==> config.mk <==
export PLATFORM = sky130hd
export DESIGN_NAME = piece_move_ctrl
export DESIGN_NICKNAME = d
export VERILOG_FILES = /design/src/rtl/piece_move_ctrl.sv
export SDC_FILE = /design/constraint.sdc
export NUM_CORES = 1
export LEC_CHECK = 0
export BUFFER_PORTS_ARGS = -buffer_cell sky130_fd_sc_hd__buf_4
export CAP_MARGIN = 20
export CORE_MARGIN = 2
export CORE_UTILIZATION = 40
export CTS_CLUSTER_DIAMETER = 40
export DETAILED_ROUTE_END_ITERATION = 8
export GPL_ROUTABILITY_DRIVEN = 1
export GPL_TIMING_DRIVEN = 0
export SYNTH_ARGS = -nofsm -noshare
export SYNTH_HDL_FRONTEND = slang
export SYNTH_SLANG_ARGS = --single-unit
==> constraint.sdc <==
create_clock -name clk -period 3.56 [get_ports clk]
set_input_delay 0.356 -clock clk [delete_from_list [all_inputs] [get_ports clk]]
set_output_delay 0.356 -clock clk [all_outputs]
set_load 0.05 [all_outputs]
==> src/rtl/piece_move_ctrl.sv <==
// Falling-tetromino sequencer. It time-shares the external cell calculator between
// display and candidate checks, validates moves against the board and locks pieces in.
module piece_move_ctrl #(
    parameter int BOARD_W = 10,
    parameter int BOARD_H = 20,
    parameter int SPAWN_X = 3
) (
    input  logic       clk,
    input  logic       rst_n,
    input  logic       start,
    input  logic [2:0] next_piece,
    input  logic       mv_left,
    input  logic       mv_right,
    input  logic       mv_rot,
    input  logic       mv_drop,
    input  logic       tick,
    output logic [2:0] calc_piece,
    output logic [3:0] calc_x,
    output logic [4:0] calc_y,
    output logic [1:0] calc_rot,
    input  logic [7:0] blk_1,
    input  logic [7:0] blk_2,
    input  logic [7:0] blk_3,
    input  logic [7:0] blk_4,
    input  logic [2:0] width,
    input  logic [2:0] height,
    input  logic [2:0] blk_color,
    output logic [7:0] rd_addr,
    input  logic       rd_data,
    output logic       wr_en,
    output logic [7:0] wr_addr,
    output logic [2:0] wr_color,
    output logic       clr_start,
    input  logic       clr_done,
    output logic       busy,
    output logic       game_over,
    output logic [2:0] dbg_state
);

    // Handshakes: start/mv_*/tick are single-cycle request pulses, honoured only in
    // the states that accept them; clr_start is a one-cycle pulse answered by a
    // one-cycle clr_done at any later cycle while waiting in CLEAR.
    typedef enum logic [2:0] {
        S_IDLE, S_SPAWN, S_READY, S_CHECK, S_COMMIT, S_LOCK, S_CLEAR, S_OVER
    } state_t;

    typedef enum logic [1:0] {ORG_SPAWN, ORG_DOWN, ORG_SHIFT} origin_t;

    typedef enum logic [2:0] {MV_NONE, MV_DOWN, MV_DROP, MV_ROT, MV_LEFT, MV_RIGHT} move_t;

    state_t     state, state_next, fail_state;
    origin_t    origin;
    move_t      move;
    logic [2:0] cnt;
    logic       hit, drop_flag, grav_pend;

    logic [2:0] piece, cand_piece;
    logic [3:0] pos_x, cand_x;
    logic [4:0] pos_y, cand_y;
    logic [1:0] rot, cand_rot;

    logic [5:0] x_end, y_end;
    logic       bounds_bad;
    logic [7:0] blk_sel;

    assign x_end      = {2'b00, cand_x} + {3'b000, width};
    assign y_end      = {1'b0, cand_y} + {3'b000, height};
    assign bounds_bad = (x_end > 6'(BOARD_W)) || (y_end > 6'(BOARD_H));

    always_comb begin
        blk_sel = blk_1;
        case (cnt[1:0])
            2'd0: blk_sel = blk_1;
            2'd1: blk_sel = blk_2;
            2'd2: blk_sel = blk_3;
            2'd3: blk_sel = blk_4;
            default: blk_sel = blk_1;
        endcase
    end

    always_comb begin
        fail_state = S_READY;
        case (origin)
            ORG_SPAWN: fail_state = S_OVER;
            ORG_DOWN:  fail_state = S_LOCK;
            default:   fail_state = S_READY;
        endcase
    end

    always_comb begin
        state_next = state;
        move       = MV_NONE;
        case (state)
            S_IDLE, S_OVER: if (start) state_next = S_SPAWN;
            S_SPAWN: state_next = S_CHECK;
            S_READY: begin
                if (grav_pend || tick)  move = MV_DOWN;
                else if (mv_rot)        move = MV_ROT;
                else if (mv_left)       move = (pos_x != 4'd0) ? MV_LEFT : MV_NONE;
                else if (mv_right)      move = MV_RIGHT;
                else if (mv_drop)       move = MV_DROP;
                if (move != MV_NONE) state_next = S_CHECK;
            end
            S_CHECK: begin
                // Cycle 1 bounds; the last board read returns on cycle 5.
                if (cnt == 3'd0 && bounds_bad)
                    state_next = fail_state;
                else if (cnt == 3'd4)
                    state_next = (hit || rd_data) ? fail_state : S_COMMIT;
            end
            S_COMMIT: state_next = drop_flag ? S_CHECK : S_READY;
            S_LOCK:   if (cnt == 3'd3) state_next = S_CLEAR;
            S_CLEAR:  if (clr_done) state_next = S_SPAWN;
            default:  state_next = S_IDLE;
        endcase
    end

    always_ff @(posedge clk or negedge rst_n) begin
        if (!rst_n) begin
            state      <= S_IDLE;
            cnt        <= '0;
            hit        <= 1'b0;
            drop_flag  <= 1'b0;
            grav_pend  <= 1'b0;
            origin     <= ORG_SPAWN;
            piece      <= '0;
            pos_x      <= '0;
            pos_y      <= '0;
            rot        <= '0;
            cand_piece <= '0;
            cand_x     <= '0;
            cand_y     <= '0;
            cand_rot   <= '0;
        end else begin
            state <= state_next;
            if (state_next != state)
                cnt <= '0;
            else if (cnt != 3'd7)
                cnt <= cnt + 3'd1;

            if (tick && state != S_READY)
                grav_pend <= 1'b1;

            case (state)
                S_SPAWN: begin
                    cand_piece <= next_piece;
                    cand_x     <= 4'(SPAWN_X);
                    cand_y     <= '0;
                    cand_rot   <= '0;
                    origin     <= ORG_SPAWN;
                end
                S_READY: begin
                    if (move != MV_NONE) begin
                        cand_piece <= piece;
                        cand_x     <= pos_x;
                        cand_y     <= pos_y;
                        cand_rot   <= rot;
                        origin     <= ORG_SHIFT;
                    end
                    case (move)
                        MV_DOWN: begin
                            cand_y    <= pos_y + 5'd1;
                            origin    <= ORG_DOWN;
                            grav_pend <= 1'b0;
                        end
                        MV_DROP: begin
                            cand_y    <= pos_y + 5'd1;
                            origin    <= ORG_DOWN;
                            drop_flag <= 1'b1;
                        end
                        MV_ROT:   cand_rot <= rot + 2'd1;
                        MV_LEFT:  cand_x   <= pos_x - 4'd1;
                        MV_RIGHT: cand_x   <= pos_x + 4'd1;
                        default: ;
                    endcase
                end
                S_CHECK: begin
                    hit <= (cnt == 3'd0) ? 1'b0 : (hit | rd_data);
                    if (state_next == S_LOCK)
                        drop_flag <= 1'b0;
                end
                S_COMMIT: begin
                    piece <= cand_piece;
                    pos_x <= cand_x;
                    pos_y <= cand_y;
                    rot   <= cand_rot;
                    // A hard drop keeps falling from the row just committed.
                    if (drop_flag)
                        cand_y <= cand_y + 5'd1;
                end
                default: ;
            endcase
        end
    end

    always_comb begin
        calc_piece = piece;
        calc_x     = pos_x;
        calc_y     = pos_y;
        calc_rot   = rot;
        if (state == S_SPAWN || state == S_CHECK) begin
            calc_piece = cand_piece;
            calc_x     = cand_x;
            calc_y     = cand_y;
            calc_rot   = cand_rot;
        end
        rd_addr = '0;
        if (state == S_CHECK && cnt < 3'd4 && !(cnt == 3'd0 && bounds_bad))
            rd_addr = blk_sel;
        wr_en     = (state == S_LOCK);
        wr_addr   = wr_en ? blk_sel : 8'd0;
        wr_color  = wr_en ? blk_color : 3'd0;
        clr_start = (state == S_CLEAR) && (cnt == 3'd0);
        busy      = !(state inside {S_READY, S_IDLE, S_OVER});
        game_over = (state == S_OVER);
        dbg_state = state;
    end

endmodule

==> impl_metrics.json, run 1 <==
{
  "synth-simple-area-share_pct": 22.8,
  "port_buffers": 93,
  "grt_max_degree": 40,
  "grt_pass1_vias": 2868,
  "synth_edf_count": 0,
  "peakVddDrop_v": 0.000444,
  "die_h_um": 90.9,
  "synthArstFlopShare_pct": 100,
  "layout-drive-gt1-share_pct": 29.7,
  "first_iter_violations": 222,
  "start_util_pct": 41.4,
  "finish.utilization_pct": 54.1,
  "numCtsBuffers": 5,
  "overflow": 0,
  "preCtsSetupSlack_ps": 354,
  "syn_inst": 359,
  "wl_met1_mm": 3.99,
  "vias": 3078,
  "holdBufCountCts": 0,
  "io_pins": 94,
  "dieArea_mm2": 0.00826,
  "dr.max_layer_used": "met4",
  "start_kind": "register",
  "cts_tree": "yes",
  "p_leak_nw": 1.94,
  "setup_slack_ps": 193,
  "synth_fa_ha_area_share_pct": 9.04,
  "outcome": "completed",
  "wl_met3_um": 623,
  "synth_compound_area_share_pct": 23.8,
  "fin_crit_sh_pct": 94.6,
  "synth_area_leaders": "dfrtp_1 (32%), nand2_1 (9.0%), ha_1 (7.0%), mux2_2 (4.5%), o21ai_0 (4.0%)",
  "htreeDepth": 2,
  "dpl.cell_count": 551,
  "avgSynthCellArea_um2": 8.41,
  "dr_wl_met2_mm": 4.07,
  "grt_util_all_layers_pct": 21.6,
  "first_pass_iters": 6,
  "clock_path_buffers": 2,
  "clock_sinks": 39,
  "critPathKind": "register to output port",
  "synth.net_count": 433,
  "num_rows": 31,
  "insertion_delay_ps": 290,
  "finalWeightedCongestion": 0.884,
  "relSlewSlack_pct": 46.3,
  "ant_nets": 0,
  "yosysSeqAreaShare_pct": 32.3,
  "synth_cell_types": 58,
  "cp.required_ps": 3200,
  "num_antenna_cells": 0,
  "synth_top_flop_cell": "dfrtp_1",
  "cp.arrival_ps": 3010,
  "slew_viol_final": 0,
  "fmax_ghz": 0.297,
  "synth_top_family_by_area": "compound AO/OA/AOI/OAI gates",
  "tns_ps": 0,
  "synthMuxAreaShare_pct": 6.47,
  "chipWidth_um": 90.9,
  "cts-root-buf": "clkbuf_8",
  "yosysTopAreaCell": "dfrtp_1",
  "synth_top_area_share_pct": 32.3,
  "grt_pass1_wl_mm": 14.5,
  "detailed_place_hpwl_mm": 6.71,
  "min_period_ps": 3370,
  "hold_ws_ps": 25.5,
  "ys_warn_count": 0,
  "clk_transition_reported_paths_ps": 80,
  "via_per_inst": 5.50,
  "cp_max_fo": 9,
  "finalNetCount": 535,
  "coreArea_mm2": 0.00729,
  "area_growth_pct": 30.7,
  "avgRoutedWirePerCell_um": 15.7,
  "finalNonFillerCells": 560,
  "worst_setup_path_end_kind": "output port",
  "skew_ps": 10.5,
  "synth_xor_area_share_pct": 2.03,
  "antenna_found_initial": 0,
  "hold_class": "input pin to async pin",
  "tightest_slew_ps": 802,
  "syn_area_mm2": 0.00302,
  "final_hold_viol_count": 0,
  "totalWireLength_mm": 8.78,
  "drc_errors": 0,
  "cap_violations": 0,
  "ys_seq_elements": 39,
  "power.density_mw_per_mm2": 856,
  "setup_viol": 0,
  "rsz0062_at_grt": "no"
}
synthesized netlist by cell type (5+ instances only):
cell / number
nand2b_1: 5
nor2_1: 29
nor2_2: 8
inv_1: 12
mux2i_1: 6
mux2_2: 12
nor3_1: 6
clkbuf_1: 12
nand2_1: 72
ha_1: 17
xor2_1: 5
a31oi_1: 7
dfrtp_1: 39
o21ai_0: 24
a21oi_1: 16
a222oi_1: 8
worst max-delay path, cell delays in order, from the launching register on:
cell      delay, ps
dfrtp_1         510
ha_1            400
nand2_1          80
a221o_1         340
a2111o_1        500
or2_1           290
a21o_4          270
nor2_2          120
buf_4           200
metrics by stage:
| stage | instance area (µm²) | power [mW] |
|---|---|---|
| after CTS | 3930 | 3.38 |
| final | 3940 | 3.38 |
| after detailed placement | 3840 | 3.06 |
| after floorplan | 3020 | 2.42 |
| after global placement | 3840 | 3.03 |
| after global routing | 3940 | 3.65 |
path summary, 6_finish.rpt:
kind	start	endpoint	slack [ps]	cells after the start
min in group clk	next_piece[0]	cand_piece[0]	350	3
min reg2reg	cand_rot[0]	rot[0]	500	2
max	cand_y[2]	rd_addr[6]	190	8
min	rst_n	pos_y[3]	30	1
max reg2reg	dbg_state[0]	cand_x[3]	520	10
max in group asynchronous	rst_n	cand_y[0]	3160	1
cell type report:
type / instances / area, µm²
Fill cell: 730 / 3350
Clock buffer: 6 / 82.6
Multi-Input combinational cell: 292 / 1940
Sequential cell: 39 / 977
Timing Repair Buffer: 95 / 713
Inverter: 14 / 52.6
Clock inverter: 1 / 5.00
Buffer: 14 / 53.8
Tap cell: 99 / 124
where the power goes:
group          total, mW  switching (mW)  internal (mW)
sequential         0.782           0.182          0.599
combinational       2.29            1.48          0.809
clock              0.306           0.154          0.152
total               3.38            1.82           1.56
metal layers:
| layer | vias up | GRT usage (%) |
|---|---|---|
| li1 | 1513 | - |
| met1 | 1441 | 29.9 |
| met2 | 113 | 34.4 |
| met3 | 11 | 4.92 |
| met4 | 0 | 5.18 |
| met5 | - | 0 |
cells in the final DEF, fill, tap and decap left out, drive strengths merged, types with 3 or more instances in the layout:
master and instances:
nand2b 5, a31oi 7, and3 4, clkbuf 18, nand3b 3, dfrtp 39
mux2 12, nand4 4, o31ai 3, ha 17, or2 5, nor2 37
a222oi 8, o211ai 3, inv 14, mux2i 6, o221ai 4, o21ai 26
a21oi 16, buf 97, a211oi 4, xor2 5, nand2 72, a21o 5
fa 3, nor3 7, a221oi 3
repair_timing:
item                                   in CTS  in global routing
gates resized for setup                     0                  1
endpoints found under the hold margin       0                  0
buffers inserted                            0                  2
setup endpoints to repair                   0                  8
state kept, by name (all words and copies together), names as in the netlist:
name	count
cand_y	5
pos_y	5
cand_x	4
pos_x	4
cand_piece	3
cnt	3
dbg_state	3
piece	3
cand_rot	2
origin	2
rot	2
drop_flag	1
grav_pend	1
hit	1
cell families (layout without fill, tap and decap cells):
group | count (synthesis) | after routing
and+or+nand+nor | 149 | 149
AOI/OAI and AO/OA | 98 | 98
DFF | 39 | 39
buffers and inverters | 28 | 130
adders and majority gates | 20 | 20
muxes | 18 | 18
xor gates and xnor gates | 7 | 7
Power figures use the tool's default switching activity.
==> inputs of run 2 (changes only) <==
--- a/config.mk
+++ b/config.mk
@@ -8,11 +8,12 @@
 export BUFFER_PORTS_ARGS = -buffer_cell sky130_fd_sc_hd__buf_4
 export CAP_MARGIN = 20
 export CORE_MARGIN = 2
-export CORE_UTILIZATION = 40
+export CORE_UTILIZATION = 52
 export CTS_CLUSTER_DIAMETER = 40
 export DETAILED_ROUTE_END_ITERATION = 8
 export GPL_ROUTABILITY_DRIVEN = 1
 export GPL_TIMING_DRIVEN = 0
+export PLACE_DENSITY = 0.85
 export SYNTH_ARGS = -nofsm -noshare
 export SYNTH_HDL_FRONTEND = slang
 export SYNTH_SLANG_ARGS = --single-unit
==> impl_metrics.json, run 2 (synthesized netlist as in run 1, its figures left out) <==
{
  "skew_ps": 6.44,
  "relSlewSlack_pct": 48.7,
  "worst_setup_path_end_kind": "output port",
  "totalWireLength_mm": 8.75,
  "layout-drive-gt1-share_pct": 29.5,
  "rsz0062_at_grt": "no",
  "htreeDepth": 2,
  "cap_violations": 0,
  "overflow": 0,
  "layout_common_cells": "buf_4 (94), nand2_1 (72), dfrtp_1 (38)",
  "preCtsSetupSlack_ps": 393,
  "clk_transition_reported_paths_ps": 70,
  "p_leak_nw": 1.94,
  "finalNetCount": 534,
  "grt_util_all_layers_pct": 27.7,
  "detailed_place_hpwl_mm": 6.76,
  "first_iter_violations": 287,
  "reg2reg_slack_ps": 590,
  "cp_max_fo": 8,
  "fmax_ghz": 0.299,
  "vias": 3162,
  "cts_tree": "yes",
  "final_common_cell": "buf_4",
  "start_util_pct": 54.5,
  "crit_slowest_cell": "dfrtp_2",
  "port_buffers": 93,
  "dieArea_mm2": 0.00643,
  "setup_slack_ps": 219,
  "cts-root-buf": "clkbuf_8",
  "grt_pass1_wl_mm": 13.9,
  "fin_crit_sh_pct": 93.9,
  "antenna_found_initial": 0,
  "tns_ps": 0,
  "drc_errors": 0,
  "power.density_mw_per_mm2": 867,
  "via_per_inst": 5.93,
  "peakVddDrop_v": 0.000587,
  "ant_nets": 0,
  "cp.required_ps": 3200,
  "start_kind": "register",
  "finalWeightedCongestion": 0.868,
  "clock_sinks": 39,
  "cp-startpoint": "cand_y[0]",
  "critPathCapture": "rd_addr[0]",
  "clock_path_buffers": 2,
  "grt_max_degree": 40,
  "critPathKind": "register to output port",
  "outcome": "completed",
  "io_pins": 94,
  "num_antenna_cells": 0,
  "path_cells": "ha_1 -> fa_1 -> o22ai_1 -> a221oi_1 -> a2111o_1 -> or2_1 -> a21o_4 -> nor2_2 -> buf_4",
  "ff2ff_path_depth": 10,
  "coreArea_mm2": 0.00554,
  "rr_startpoint": "dbg_state[2]",
  "chipWidth_um": 80.2,
  "grt_pass1_vias": 3015,
  "die_h_um": 80.2,
  "insertion_delay_ps": 300,
  "numCtsBuffers": 5,
  "num_rows": 27,
  "setup_viol": 0,
  "final_hold_viol_count": 0,
  "slowest_delay_ps": 460,
  "min_period_ps": 3340,
  "avgRoutedWirePerCell_um": 16.4,
  "slew_viol_final": 0,
  "reg2reg_to": "cand_x[3]",
  "holdBufCountCts": 0,
  "hold_class": "input pin to async pin",
  "first_pass_iters": 5,
  "area_growth_pct": 29.7,
  "tightest_slew_ps": 767,
  "cp.arrival_ps": 2990,
  "top_regs": "cand_y x5, pos_y x5"
}
[run 2: changes by cell type in the layout (fill, tap and decap cells not counted)]
| cell | before | now |
|---|---|---|
| buf_4 | 95 | 94 |
| clkbuf_1 | 12 | 13 |
| clkbuf_8 | 6 | 7 |
| clkinv_2 | 1 | 0 |
[run 2: report_power, final]
part	switching [mW]	internal [mW]	total (mW)	leakage [nW]
Sequential	0.178	0.599	0.778	0.505
Clock	0.156	0.177	0.333	0.0515
Combinational	1.48	0.802	2.28	1.38
[run 2: stage by stage]
stage	cells	power, mW	util [%]	hold WS, ps	cell area (µm²)
after floorplan	359	2.42	-	60.4	3020
after global placement	524	2.98	68.7	353	3810
after detailed placement	524	3.04	68.7	362	3810
after CTS	532	3.37	70.5	39.9	3910
after global routing	533	3.61	70.7	64.1	3920
final	533	3.39	70.7	22.5	3920
[run 2: layer usage]
metal	wire (µm)	GRT usage, %	up-vias
li1	-	-	1512
met1	3440	33.0	1465
met2	4310	48.8	172
met3	857	5.96	13
met4	148	10.2	0
met5	0	0	-
[run 2: worst min path at each step]
stage,to,depth (start not counted)
finish,pos_y[0],1
global route,origin[1],1
detailed placement,pos_y[0],1
CTS,pos_y[0],1
floorplan,cand_piece[0],0
global placement,pos_y[0],1
[run 2: worst max-delay path, delay by kind of cell, from the launching register on]
family                     cells  cell delay (ps)
AOI/OAI and AO/OA              4              980
adders and majority gates      2              630
DFF                            1              460
and+or+nand+nor                2              410
buffers and inverters          1              200
[run 2: layout make-up]
cell class | instances | area, µm²
Clock buffer | 8 | 100
Multi-Input combinational cell | 292 | 1940
Timing Repair Buffer | 94 | 706
Tap cell | 72 | 90.1
Sequential cell | 39 | 977
Inverter | 14 | 52.6
Buffer | 14 | 53.8
Fill cell | 456 | 1630
[run 2: repair_timing]
item / in CTS / in global routing
resized for setup: 0 / 1
hold endpoints to repair: 0 / 0
endpoints found under the setup margin: 0 / 6
buffers inserted: 0 / 1
